--- config.mk ---
export PLATFORM = sky130hd
export DESIGN_NAME = i2c_master_seq
export DESIGN_NICKNAME = d
export VERILOG_FILES = /design/src/rtl/i2c_pkg.sv /design/src/rtl/i2c_qtr_tick.sv /design/src/rtl/i2c_master_seq.sv
export SDC_FILE = /design/constraint.sdc
export NUM_CORES = 1
export LEC_CHECK = 0
export ABC_AREA = 1
export CAP_MARGIN = 10
export CORE_UTILIZATION = 34
export CTS_BUF_LIST = sky130_fd_sc_hd__clkbuf_16
export DETAILED_ROUTE_END_ITERATION = 7
export PLACE_DENSITY = 0.53
export SLEW_MARGIN = 20
export SYNTH_ARGS = -nofsm -noshare
export SYNTH_HDL_FRONTEND = slang
export SYNTH_SLANG_ARGS = --single-unit
export TNS_END_PERCENT = 1
--- constraint.sdc ---
create_clock -name clk -period 2.04 [get_ports clk]
set_input_delay 0.408 -clock clk [delete_from_list [all_inputs] [get_ports clk]]
set_output_delay 0.408 -clock clk [all_outputs]
set_load 0.1 [all_outputs]
--- src/rtl/i2c_pkg.sv ---
// i2c_pkg: shared state encoding and bus constants for the I2C master sequencer
package i2c_pkg;
  typedef enum logic [3:0] {
    S_IDLE, S_START, S_ADDR, S_ADDR_ACK, S_WR, S_WR_ACK, S_RD, S_RD_ACK, S_STOP, S_DONE
  } state_t;
  localparam logic [1:0] Q_SETUP = 2'd0;
  localparam logic [1:0] Q_RISE = 2'd2;
  localparam logic I2C_ACK = 1'b0;
  localparam logic I2C_NACK = 1'b1;
endpackage

--- src/rtl/i2c_qtr_tick.sv ---
// i2c_qtr_tick: QTR-cycle quarter counter with stretch hold and 2-bit quarter index
module i2c_qtr_tick #(
  parameter int QTR = 250
) (
  input  logic       clk,
  input  logic       rst,
  input  logic       run,
  input  logic       hold,
  output logic       tick,
  output logic [1:0] qtr
);
  logic [9:0] cnt;
  assign tick = run && !hold && cnt == 10'(QTR - 1);
  always_ff @(posedge clk or posedge rst)
    if (rst) begin
      cnt <= '0;
      qtr <= '0;
    end else if (!run) begin
      cnt <= '0;
      qtr <= '0;
    end else if (!hold) begin
      cnt <= tick ? '0 : cnt + 10'd1;
      qtr <= qtr + {1'b0, tick};
    end
endmodule

--- src/rtl/i2c_master_seq.sv ---
// i2c_master_seq: single-byte I2C master, one command in, START/addr/data/STOP out, one response back
import i2c_pkg::*;

module i2c_master_seq #(
  parameter int QTR = 250
) (
  input  logic       clk,
  input  logic       rst,
  input  logic       cmd_valid,
  output logic       cmd_ready,
  input  logic [6:0] cmd_addr,
  input  logic       cmd_rw,
  input  logic [7:0] cmd_wdata,
  output logic       rsp_valid,
  output logic [7:0] rsp_rdata,
  output logic       rsp_nack,
  output logic       scl_out,
  output logic       sda_out,
  input  logic       scl_in,
  input  logic       sda_in
);
  state_t st, nst;
  logic [2:0] bit_cnt, nbit;
  logic [7:0] sh, nsh, wd;
  logic [1:0] qtr, nq;
  logic rw, tick, run, hold, end_q, samp, accept, bit_st, nscl, nsda;
  assign run = st != S_IDLE && st != S_DONE;
  assign hold = scl_out && qtr[1] && !scl_in;
  assign end_q = tick && qtr == 2'd3;
  assign samp = tick && qtr == Q_RISE;
  assign accept = cmd_valid && cmd_ready;
  assign nq = qtr + {1'b0, tick};
  i2c_qtr_tick #(.QTR(QTR)) u_tick (.clk(clk), .rst(rst), .run(run), .hold(hold), .tick(tick), .qtr(qtr));
  always_comb begin
    nst = st;
    nbit = bit_cnt;
    nsh = sh;
    case (st)
      S_IDLE: begin
        nst = accept ? S_START : st;
        nsh = accept ? {cmd_addr, cmd_rw} : sh;
      end
      S_START: nst = end_q ? S_ADDR : st;
      S_ADDR, S_WR, S_RD:
        if (end_q) begin
          nbit = bit_cnt + 3'd1;
          nsh = {sh[6:0], 1'b0};
          if (bit_cnt == 3'd7)
            nst = st == S_ADDR ? S_ADDR_ACK : st == S_WR ? S_WR_ACK : S_RD_ACK;
        end
      S_ADDR_ACK:
        if (end_q) begin
          nst = rsp_nack ? S_STOP : rw ? S_RD : S_WR;
          nsh = wd;
        end
      S_WR_ACK, S_RD_ACK: nst = end_q ? S_STOP : st;
      S_STOP: nst = end_q ? S_DONE : st;
      default: nst = S_IDLE;
    endcase
  end
  // Line levels are derived from the state/quarter being entered so they change only on quarter edges
  always_comb begin
    bit_st = nst inside {S_ADDR, S_ADDR_ACK, S_WR, S_WR_ACK, S_RD, S_RD_ACK};
    nscl = bit_st ? nq[1] : nst == S_STOP ? nq != Q_SETUP : 1'b1;
    nsda = nst == S_START ? ~nq[1] :
           nst == S_STOP ? nq[1] :
           nst == S_RD_ACK ? I2C_NACK :
           nst inside {S_ADDR, S_WR} ? nsh[7] : 1'b1;
  end
  always_ff @(posedge clk or posedge rst)
    if (rst) begin
      st <= S_IDLE;
      bit_cnt <= '0;
      sh <= '0;
      wd <= '0;
      rw <= 1'b0;
      scl_out <= 1'b1;
      sda_out <= 1'b1;
      cmd_ready <= 1'b1;
      rsp_valid <= 1'b0;
      rsp_rdata <= '0;
      rsp_nack <= 1'b0;
    end else begin
      st <= nst;
      bit_cnt <= nbit;
      sh <= nsh;
      scl_out <= nscl;
      sda_out <= nsda;
      cmd_ready <= nst == S_IDLE;
      rsp_valid <= nst == S_DONE;
      if (accept) begin
        wd <= cmd_wdata;
        rw <= cmd_rw;
        rsp_rdata <= '0;
        rsp_nack <= 1'b0;
      end
      if (samp && (st == S_ADDR_ACK || st == S_WR_ACK)) rsp_nack <= sda_in;
      if (samp && st == S_RD) rsp_rdata <= {rsp_rdata[6:0], sda_in};
    end
endmodule
Word level (Yosys, flattened, before mapping)
Cells that the tools add are included.
- register bits: 49
- latch bits: 0
- memory bits (writable): 0
- ROM bits: 0
- input bits: 21
- output and inout port bits: 13
- word-level logic and storage cells: 101
- memories kept: 0
- add/subtract/negate cells: 3
- multiply operators: 0
- divide/modulo/power cells: 0
- magnitude comparators: 0
- equality and inequality tests: 26
- shifts and indexed selects: 0
- mux-type cells: 31
- bitwise operators: 1
- reductions and logical operators: 26
- operators by type and width (operator ; number):
    $mux 8 ; 5
    $eq 4x3->1 const B ; 8
    $mux 4 ; 8
    $mux 10 ; 3
    $pmux 4 s6 ; 1
    $pmux 8 s3 ; 1
    $eq 4x2->1 const B ; 4
    $eq 4x4->1 const B ; 3
    $add 10x1->10 const B ; 1
    $eq 10x8->1 const B ; 1
    $logic_and 1x1->1 ; 10
    $eq 4x1->1 const B ; 2
    $logic_not 4->1 ; 2
    $mux 1 ; 8
    $mux 2 ; 4
    $ne 2x2->1 const B ; 4
    $reduce_bool 2->1 ; 4
    $reduce_bool 6->1 ; 1
    $eq 2x2->1 const B ; 2
    $ne 4x4->1 const B ; 1
    $reduce_and 4->1 ; 1
    $reduce_bool 4->1 ; 1
    $add 3x1->3 const B ; 1
    $eq 3x3->1 const B ; 1
    9 further kinds ; 10

Longest topological paths before layout
- word-level depth: 14
- depth in mapped cells: 15
- depth with buffers taken out: 15

Hierarchy
Synthesis repeated with hierarchy kept, for this count alone.
- cells, all modules: 329
- area total of the unflattened synthesis: 2682.6 sq um
- by module, submodules not included (module ; times used ; cells each ; area each (sq um) ; seq. area each (sq um)):
    i2c_master_seq ; 1 ; 233 ; 1953.1 ; 929.6
    i2c_qtr_tick ; 1 ; 96 ; 729.4 ; 300.3

Worst setup path after synthesis
No wires, ideal clock.
- kind: register to register
- from: reg scl_out
- to: reg sda_out
- library setup time: 0.075 ns
- arrival time: 1.990 ns
- data required time: 1.965 ns
- slack: -0.025 ns
- cell stages (with the launch flop): 11
- path buffers: 0
- clock period less this slack: 2.065 ns
- cell sequence: dfstp_2 > nand3b_1 > nand3_4 > nor2_4 > ha_1 > xnor2_1 > nand4_1 > nand2_1 > inv_2 > nand2_1 > nand2_1
- cells in the longest elaborated chain, start to end: 14
- elaborated cells on any way between the ends: 27
- those cells by class: add/sub (1); eq/ne (5); mux (13); bitwise (1); reduce/logical (7)
- RTL lines (item ; RTL line ; source):
    from (decl) ; i2c_master_seq.sv:17 ; output logic scl_out,
    from (signal assigned) ; i2c_master_seq.sv:87 ; scl_out <= nscl;
    $logic_and 1x1->1 (*) (2 in a row) ; i2c_master_seq.sv:28 ; assign hold = scl_out && qtr[1] && !scl_in;
    $logic_not 1->1 (*) ; - ;
    $logic_and 1x1->1 (*) (2 in a row) ; i2c_qtr_tick.sv:13 ; assign tick = run && !hold && cnt == 10'(QTR - 1);
    $logic_and 1x1->1 ; i2c_master_seq.sv:29 ; assign end_q = tick && qtr == 2'd3;
    $mux 4 (on tied branches) ; - ;
    $pmux 4 s6 ; i2c_master_seq.sv:38 ; case (st)
    $eq 4x2->1 or $eq 4x3->1 (tied branches) ; i2c_master_seq.sv:68 ; nst inside {S_ADDR, S_WR} ? nsh[7] : 1'b1;
    $reduce_bool 2->1 ; i2c_master_seq.sv:68 ;
    $mux 1 ; i2c_master_seq.sv:68 ;
    $mux 1 ; i2c_master_seq.sv:67 ; nst == S_RD_ACK ? I2C_NACK :
    $mux 1 ; i2c_master_seq.sv:66 ; nst == S_STOP ? nq[1] :
    $mux 1 (*) ; i2c_master_seq.sv:65 ; nsda = nst == S_START ? ~nq[1] :
    named net nsda ; i2c_master_seq.sv:26 ; logic rw, tick, run, hold, end_q, samp, accept, bit_st, nscl, nsda;
    to (signal assigned) ; i2c_master_seq.sv:88 ; sda_out <= nsda;
    to (decl) ; i2c_master_seq.sv:18 ; output logic sda_out,
Mark *: on every way through the listed nets, which the timed path passes. The rest lies on a longest branch. The select of a mux whose other input is x is not followed.
A chain may end at the register's enable or synchronous reset.

Worst setup path in the final report
- from: in scl_in
- to: reg sda_out
- cells in the longest elaborated chain, start to end: 14
- elaborated cells on any way between the ends: 27
- those cells by class: add/sub (1); eq/ne (5); mux (13); bitwise (1); reduce/logical (7)
- RTL lines (item ; RTL line ; source):
    from (decl) ; i2c_master_seq.sv:19 ; input logic scl_in,
    $logic_not 1->1 (*) ; i2c_master_seq.sv:28 ;
    $logic_and 1x1->1 (*) ; i2c_master_seq.sv:28 ;
    $logic_not 1->1 (*) ; - ;
    $logic_and 1x1->1 (*) (2 in a row) ; i2c_qtr_tick.sv:13 ;
    $logic_and 1x1->1 ; i2c_master_seq.sv:29 ;
    $mux 4 (on tied branches) ; - ;
    $pmux 4 s6 ; i2c_master_seq.sv:38 ;
    $eq 4x2->1 or $eq 4x3->1 (tied branches) ; i2c_master_seq.sv:68 ;
    $reduce_bool 2->1 ; i2c_master_seq.sv:68 ;
    $mux 1 ; i2c_master_seq.sv:68 ;
    $mux 1 ; i2c_master_seq.sv:67 ;
    $mux 1 ; i2c_master_seq.sv:66 ;
    $mux 1 (*) ; i2c_master_seq.sv:65 ;
    named net nsda ; i2c_master_seq.sv:26 ;
Marked as above.

==> results.cfg <==
[sta]
setup_tns_ns = 0
min_period_ns = 1.86
fmax_ghz = 0.538
tightest_slew_ns = 0.412
slew_headroom = 0.725
finalMaxSlewViolations = 0
final.period_utilization = 0.911
finClkSkew_ns = 0.00464
grt_setup_unrepaired = yes
setup_violations = 0
finalHoldViolations = 0

[drt]
vias_per_cell = 4.60
postRouteAntennaNets = 0
wl_per_cell_um = 12.3
vias = 2111
initialDrtViolationCount = 91
wirelength_mm = 5.65
dr.pass1.iters = 4
drc = 0

[finish]
fillers = 723
diodes = 0
multi_input_area_mm2 = 0.00112
final_core_util = 0.469
num-nets-final = 388
layout_commonest_cell = nand2_1
regArea_mm2 = 0.00123
final_cell_mix = nand2_1 (99), dfrtp_1 (46), inv_1 (32), buf_4 (27), nand3_1 (22)
layout-drive-gt1-share = 0.179
area_growth_syn_to_layout_pct = 30.6

[synthesis]
synthMuxAreaShare = 0
synth_top_area_share = 0.462
ys_types = 29
synth_edf_count = 0
synthXorXnorAreaFrac = 0.0281
syn-cell-area_mm2 = 0.00249
syn_nets = 331
ys_ff_latch = 49
yosys.area_share.adder = 0.0251
synthArstFlopShare = 1.00
syn_area_per_cell_um2 = 8.17
synthTopCellsByArea = dfrtp_1 (46%), nand2_1 (15%), inv_1 (5.1%), nand3_1 (4.6%), nor2_1 (3.3%)
synthCells = 305
synth_compound_area_frac = 0.0743
synth_ff_type = dfrtp_1
yosys.area_share.simple = 0.316
synth.largest_area_cell = dfrtp_1
yosysSeqAreaShare = 0.493
synth_top_family_by_area = simple AND/OR/NAND/NOR gates
ys_warn_count = 0

[power_and_ir_drop]
peakVddDrop_mv = 0.297
p_leak_nw = 1.60
p_per_area_mw_per_mm2 = 834

[critical_path]
critPathLaunch = scl_in
critPathTopFamily = simple AND/OR/NAND/NOR gates
path_buf_inv = 2
critPathMostFrequentCell = nand2_1
cp_max_fo = 7
cp_data_required_time_ns = 2.26
crit_path_end_kind = flip-flop
startpoint_type = primary input
slowest_stage = clkdlybuf4s50_1
reg2reg_from = u_tick.cnt[1]$_DFFE_PP0P_
arrival_ns = 2.08
critPathMaxStageDelay_ns = 0.45
crit_chain = clkdlybuf4s50_1 > nand3b_1 > nand3_4 > inv_2 > nand3_4 > o21bai_1 > nand2_1 > nand2_1 > nand2_1 > nand2_1 > nand3_1 > nand2_1 > nand2_1
crit_type = in2reg

[placement]
port_buffers = 33
dp_hpwl_mm = 4.33
globalplace.congestion = 0.934

[clock_network]
cts_tree = yes
clk_pin_slew_ns = 0.07
htree_num_levels = 2
cts_root_buffer = clkbuf_16
clk_latency_ns = 0.28
cts_sinks = 49
holdBufCountCts = 0
clockBufferDepth = 2
numCtsBuffers = 5

[global_route]
grt_max_degree = 33
grt_pass1_vias = 2039
grt.overflow.total = 0
grt_pass1_wl_mm = 9.55
grtUsageTotal = 0.162
grt_antenna_before_repair = 0

[floorplan]
core_mm2 = 0.00694
start_util = 0.359
fp.dieW_um = 87.6
io-pin-count = 34
die-area_mm2 = 0.00768
dieHeight_um = 87.6
core.rowCount = 30

[run]
maxCapViolCount = 0

[outcome]
status = complete, no violations

[min_path]
min_path_type = in2async
where the power goes:
part | internal [mW] | total, mW | switching, mW
combinational | 0.261 | 0.620 | 0.359
sequential | 1.15 | 1.28 | 0.131
clock | 0.454 | 0.809 | 0.355
total | 1.87 | 2.71 | 0.845
Yosys cell counts (all sizes together), types with 5 or more instances:
cell / number
nand2: 102
dfrtp: 46
inv: 38
nand3: 29
nor2: 28
o21ai: 11
o22ai: 11
nand4: 8
ha: 5
xor2: 5
final cells by class:
class | instances | area share
sequential | 49 | 0.379
clock inverter | 3 | 0.00615
clock buffer | 5 | 0.0384
multi-input combinational | 215 | 0.343
timing repair buffer | 51 | 0.148
inverter | 40 | 0.0481
tap | 96 | 0.0369
registers in the layout, summed over array words and instances (netlist names), 2 cells and up:
signal	cells
wd	8
bit_cnt	3
rsp_rdata	8
u_tick.cnt	10
st	4
u_tick.qtr	2
sh	8
cells by family after synthesis:
kind of cell | count (synthesis)
compound gates | 31
xor+xnor | 8
fa+ha+maj | 5
buf+inv | 41
flops | 49
simple gates | 171
timing repair:
item / in CTS / in global routing
setup buffers: 0 / 0
resized for setup: 0 / 4
endpoints found under the setup margin: 0 / 10
hold endpoints to repair: 0 / 0
final timing paths:
check / endpoint / slack (ns) / depth (start not counted)
setup / recovery: sda_out$_DFF_PP1_ / 0.18 / 13
hold / removal: u_tick.cnt[5]$_DFFE_PP0P_ / 0.43 / 2
setup reg to reg: sda_out$_DFF_PP1_ / 0.20 / 13
hold reg to reg: bit_cnt[0]$_DFFE_PP0P_ / 0.48 / 1
max in group asynchronous: st[3]$_DFF_PP0_ / 1.09 / 3
min in group clk: bit_cnt[0]$_DFFE_PP0P_ / 0.48 / 1
per-stage QoR:
step	total power, mW	hold slack [ns]	instance area [um^2]	setup slack (ns)	std cells
after floorplan	1.69	0.449	2500	0.0879	305
after global placement	1.92	0.467	3100	-0.0333	451
after detailed placement	1.92	0.469	3100	-0.0829	451
after CTS	2.75	0.447	3240	0.133	459
after global routing	2.88	0.479	3250	0.00589	459
final	2.71	0.434	3250	0.181	459
routing by layer:
metal | vias up | track usage | share of wire
met4 | 0 | 0.0492 | 0.0096
met2 | 27 | 0.244 | 0.45
met1 | 978 | 0.236 | 0.51
met5 | - | 0 | 0
met3 | 4 | 0.0292 | 0.027
li1 | 1102 | - | -
(Power assumes the default switching activity.)
